### src/rtl/corefifo_fwft_pipe.sv
// corefifo_fwft_pipe
// First-word-fall-through output stage for the CoreFIFO read side.
// Reads are issued to the controller/RAM only when the prefetch buffer is
// guaranteed to have room for every word already in flight, so the buffer
// can never overflow. The head word is presented on dout without any user
// read, and a registered copy of it keeps dout stable once the buffer drains.

module corefifo_fwft_pipe #(
  parameter int RWIDTH        = 10,
  parameter int RD_LATENCY    = 1,
  parameter int BUF_DEPTH     = 4,
  parameter int AEMPTY_THRESH = 1,
  parameter bit READ_LOW      = 1'b0
) (
  input  logic                       clk,
  input  logic                       reset,
  input  logic                       fifo_empty,
  output logic                       fifo_rd_en,
  input  logic [RWIDTH-1:0]          fifo_dout,
  input  logic                       rd_en,
  output logic [RWIDTH-1:0]          dout,
  output logic                       dvld,
  output logic                       empty,
  output logic                       aempty,
  output logic [$clog2(BUF_DEPTH):0] count,
  output logic                       underflow
);

  localparam int PW = $clog2(BUF_DEPTH);
  localparam int CW = PW + 1;
  // Wide enough to hold count plus every in-flight read without wrapping.
  localparam int SW = CW + 2;

  // Refuse to build configurations that cannot sustain or cannot be sized.
  if ((RD_LATENCY < 1) || (RD_LATENCY > 4)) begin : g_bad_latency
    $error("corefifo_fwft_pipe: RD_LATENCY must be in 1..4");
  end
  if (BUF_DEPTH < (RD_LATENCY + 1)) begin : g_bad_depth
    $error("corefifo_fwft_pipe: BUF_DEPTH must be at least RD_LATENCY+1");
  end
  if ((BUF_DEPTH & (BUF_DEPTH - 1)) != 0) begin : g_bad_pow2
    $error("corefifo_fwft_pipe: BUF_DEPTH must be a power of 2");
  end

  logic [RD_LATENCY-1:0] infl;
  logic [RWIDTH-1:0]     buf_mem [BUF_DEPTH];
  logic [PW-1:0]         rd_ptr;
  logic [PW-1:0]         wr_ptr;
  logic [PW-1:0]         rd_ptr_nxt;
  logic [RWIDTH-1:0]     dout_r;
  logic [CW-1:0]         count_r;
  logic                  underflow_r;
  logic                  re_p;
  logic                  pop;
  logic                  arrive;
  logic [SW-1:0]         ninfl;
  logic [SW-1:0]         occupancy;

  assign re_p       = READ_LOW ? ~rd_en : rd_en;
  assign pop        = re_p && (count_r != '0);
  assign arrive     = infl[RD_LATENCY-1];
  assign rd_ptr_nxt = rd_ptr + 1'b1;

  // Count reads that have been issued but whose data is not yet in the buffer.
  always_comb begin
    ninfl = '0;
    for (int i = 0; i < RD_LATENCY; i++) begin
      ninfl = ninfl + SW'(infl[i]);
    end
    occupancy = SW'(count_r) + ninfl;
  end

  // Issue a read only if the word, once it lands, is certain to have a slot;
  // a pop this cycle frees one. Aempty looks at buffered plus in-flight words.
  always_comb begin
    fifo_rd_en = 1'b0;
    aempty     = 1'b1;
    if (!reset) begin
      fifo_rd_en = !fifo_empty && ((occupancy - SW'(pop)) < SW'(BUF_DEPTH));
      aempty     = (occupancy <= SW'(AEMPTY_THRESH)) && fifo_empty;
    end
  end

  // Track each issued read through the RAM latency; the top bit marks arrival.
  always_ff @(posedge clk) begin
    if (reset) begin
      infl <= '0;
    end else begin
      infl[0] <= fifo_rd_en;
      for (int i = 1; i < RD_LATENCY; i++) begin
        infl[i] <= infl[i-1];
      end
    end
  end

  // Prefetch storage: arriving RAM data is captured at the write pointer.
  always_ff @(posedge clk) begin
    if (!reset && arrive) begin
      buf_mem[wr_ptr] <= fifo_dout;
    end
  end

  // Circular pointers and occupancy; arrival and pop together leave count alone.
  always_ff @(posedge clk) begin
    if (reset) begin
      rd_ptr  <= '0;
      wr_ptr  <= '0;
      count_r <= '0;
    end else begin
      if (arrive) begin
        wr_ptr <= wr_ptr + 1'b1;
      end
      if (pop) begin
        rd_ptr <= rd_ptr_nxt;
      end
      case ({arrive, pop})
        2'b10:   count_r <= count_r + CW'(1);
        2'b01:   count_r <= count_r - CW'(1);
        default: count_r <= count_r;
      endcase
    end
  end

  // Registered head word: loads the next buffered or arriving word, and holds
  // the last popped word while the buffer is empty.
  always_ff @(posedge clk) begin
    if (reset) begin
      dout_r <= '0;
    end else if (count_r == '0) begin
      if (arrive) begin
        dout_r <= fifo_dout;
      end
    end else if (pop) begin
      if (count_r >= CW'(2)) begin
        dout_r <= buf_mem[rd_ptr_nxt];
      end else if (arrive) begin
        dout_r <= fifo_dout;
      end
    end
  end

  // Sticky record of any pop attempted while nothing was visible.
  always_ff @(posedge clk) begin
    if (reset) begin
      underflow_r <= 1'b0;
    end else if (re_p && (count_r == '0)) begin
      underflow_r <= 1'b1;
    end
  end

  assign dout      = dout_r;
  assign count     = count_r;
  assign dvld      = (count_r != '0);
  assign empty     = (count_r == '0);
  assign underflow = underflow_r;

endmodule

### config.mk
export PLATFORM = sky130hd
export DESIGN_NAME = corefifo_fwft_pipe
export DESIGN_NICKNAME = d
export VERILOG_FILES = /design/src/rtl/corefifo_fwft_pipe.sv
export SDC_FILE = /design/constraint.sdc
export NUM_CORES = 1
export LEC_CHECK = 0
export ABC_AREA = 1
export CORE_ASPECT_RATIO = 0.9
export CORE_MARGIN = 5
export CORE_UTILIZATION = 60
export CTS_BUF_LIST = sky130_fd_sc_hd__clkbuf_4
export CTS_CLUSTER_SIZE = 40
export DETAILED_ROUTE_END_ITERATION = 12
export PLACE_DENSITY = 0.86
export SLEW_MARGIN = 30
export SYNTH_ARGS = -nofsm -noshare
export SYNTH_HDL_FRONTEND = slang
export SYNTH_SLANG_ARGS = --single-unit
### constraint.sdc
create_clock -name clk -period 4 [get_ports clk]
set_input_delay 0.8 -clock clk [delete_from_list [all_inputs] [get_ports clk]]
set_output_delay 0.8 -clock clk [all_outputs]
set_load 0.005 [all_outputs]
==> metrics <==
status finished, final reports clean; Post-CTS Setup Repair Bufs 0; Fmax achieved 0.305 GHz; Port-buffer cells 31; wire length of the first global-routing pass 9920 um; RSZ-0062 raised after global routing false; leakage power 1.50 nW; WP data required 3200 ps; CTS H-tree depth 3; vias 2,124; Slew @ Worst Pin 681 ps; Tmin final 3270 ps; # hold bufs at CTS 0; R2R Setup Slk 1600 ps; Remaining DRCs 0; largest buffer count on any clock path 2; total track usage 21.9%; initial antenna violation count 0; Pre-antenna DRT Iters 4; CP endpoint kind primary output; post-CTS sizing 0; worst rel slew slack 54.4%; GR Util met2 35.4%; Core Util, Final 73.1%; pin count of the biggest net entering global routing 24; top_reg_cell synth edfxtp_1; die span in x 82.6 um; fin nets 390; site row count 23; GR Layer Usage met1 28.8%; Yosys top cell area share 42.2%; Synth Instances 334; Die Y 75.4 um; total CTS buffers 9; vias per inst 4.88; Die Area 0.00623 mm2; diode count 0; First DRT Iteration DRCs 136; clk_skew 10.0 ps; Worst Path Max Fanout 13; GRT busiest layer met2; number of flops mapped to enable cells by yosys 40; area leader, netlist edfxtp_1; met3 usage 4.02%; syn_nets 356; Placed Area 0.00319 mm2; register area share after synthesis 55.5%; synth cell count leaders 138 x nand2_1, 44 x inv_1, 40 x edfxtp_1; async set-reset flop share out of synthesis 0%; CTS tree built; Yosys reg bits 59; Final Hold Viols 0; area grow syn2layout 15.9%; post-synth cell types 24; Initial Util 63.0%; Slew Limit Fails 0; Worst EP arrival 2470 ps; synth top area cells edfxtp_1 42%, nand2_1 18%, dfxtp_1 13%; startpoint types flop; mapped cell area 0.00285 mm2; Placed Instances 419; setup TNS 0 ps; Clk pin slew, worst setup/hold paths 100 ps; worst skew pair latency 380 ps; Clock Sink Count 59; core area 0.00452 mm2; DRT Wirelength 6050 um; Final Wtd Congestion 0.831; number of global-route vias before repair 2,116; final instance area 0.00330 mm2; maximum vdd drop 0.000306 V; pwr/cell area 606 mW/mm2; fin cells 435; detailed placement HPWL 3940 um; # Max-Cap Violations 0; IO Count 32; Synthesis Warnings 0; Final Cycle Share 81.9%; most frequent cell after synthesis nand2_1; routed len/inst 13.9 um; Routed Antenna Nets 0; Syn Area/Cell 8.53 um2; min-delay worst type flop to flop; Final Setup Violations 0; fraction of layout cells with a size suffix above 1 10.2%; critical path class flop to primary output; root buffer selected by CTS clkbuf_4; total grt overflow 0
[placed cells by master (no fill, tap or decap)]
| master | instances |
|---|---|
| nand2_1 | 138 |
| inv_1 | 44 |
| edfxtp_1 | 40 |
| clkdlybuf4s50_1 | 31 |
| dfxtp_1 | 19 |
| nand3_1 | 15 |
| o21ai_1 | 15 |
| clkbuf_4 | 12 |
| a21oi_2 | 10 |
| nor2_1 | 9 |
| a21oi_1 | 9 |
| ha_1 | 7 |
| inv_2 | 6 |
| buf_4 | 4 |
| clkinv_1 | 3 |
| nand2_2 | 2 |
| o21ai_0 | 2 |
| clkinv_2 | 2 |
| nor2_4 | 1 |
| nand2_4 | 1 |
| xor2_1 | 1 |
| o21a_1 | 1 |
| fa_1 | 1 |
[flip-flops by register name (all words and copies together) (netlist names)]
register and count:
buf_mem 40, dout 10, count 3, rd_ptr 2, wr_ptr 2, arrive 1
underflow 1
[power breakdown]
part           total, mW  switching, mW  internal [mW]
sequential         0.817         0.0875          0.729
clock              0.347          0.203          0.143
combinational      0.839          0.502          0.337
[per-stage QoR]
step / power (mW) / hold slack [ps] / setup slack, ps
finish: 2.00 / 477 / 725
global route: 2.16 / 536 / 618
CTS: 2.01 / 485 / 696
detailed placement: 1.66 / 464 / 977
global placement: 1.64 / 451 / 1000
floorplan: 1.40 / 464 / 2020
[layer usage]
| metal | up-vias | routed length, um |
|---|---|---|
| met5 | - | 0 |
| met4 | 0 | 139 |
| met3 | 13 | 374 |
| met2 | 54 | 2890 |
| met1 | 945 | 2640 |
| li1 | 1112 | - |
[cell type report]
class                   instances  area (um2)
fillers                       368        1220
flip-flops and latches         59        1580
well taps                      62        77.6
clock inverters                 4        17.5
inverters                      51         191
multi-input cells             212        1000
clock buffers                  12        90.1
repair buffers                 35         340
[path summary, 6_finish.rpt]
path,start,end,cells after the start
worst min-delay path,underflow,underflow,1
worst min register to register,underflow,underflow,1
worst max register to register,rd_ptr[0],dout[2],7
worst max-delay path,arrive,fifo_rd_en,6
[critical path, cell delays in order (launching register included)]
cell and delay (ps):
dfxtp_1 640, ha_1 270, ha_1 250, nor2_1 160, nand3_1 120, a21oi_1 130, clkdlybuf4s50_1 520
[cell families after synthesis]
| family | Yosys count | share of synthesized area, % |
|---|---|---|
| xor gates and xnor gates | 1 | 0.308 |
| adders and majority gates | 8 | 3.78 |
| buffers and inverters | 63 | 9.23 |
| and+or+nand+nor | 166 | 23.2 |
| AOI/OAI and AO/OA | 37 | 7.91 |
| DFF | 59 | 55.5 |
(Power assumes the default switching activity.)
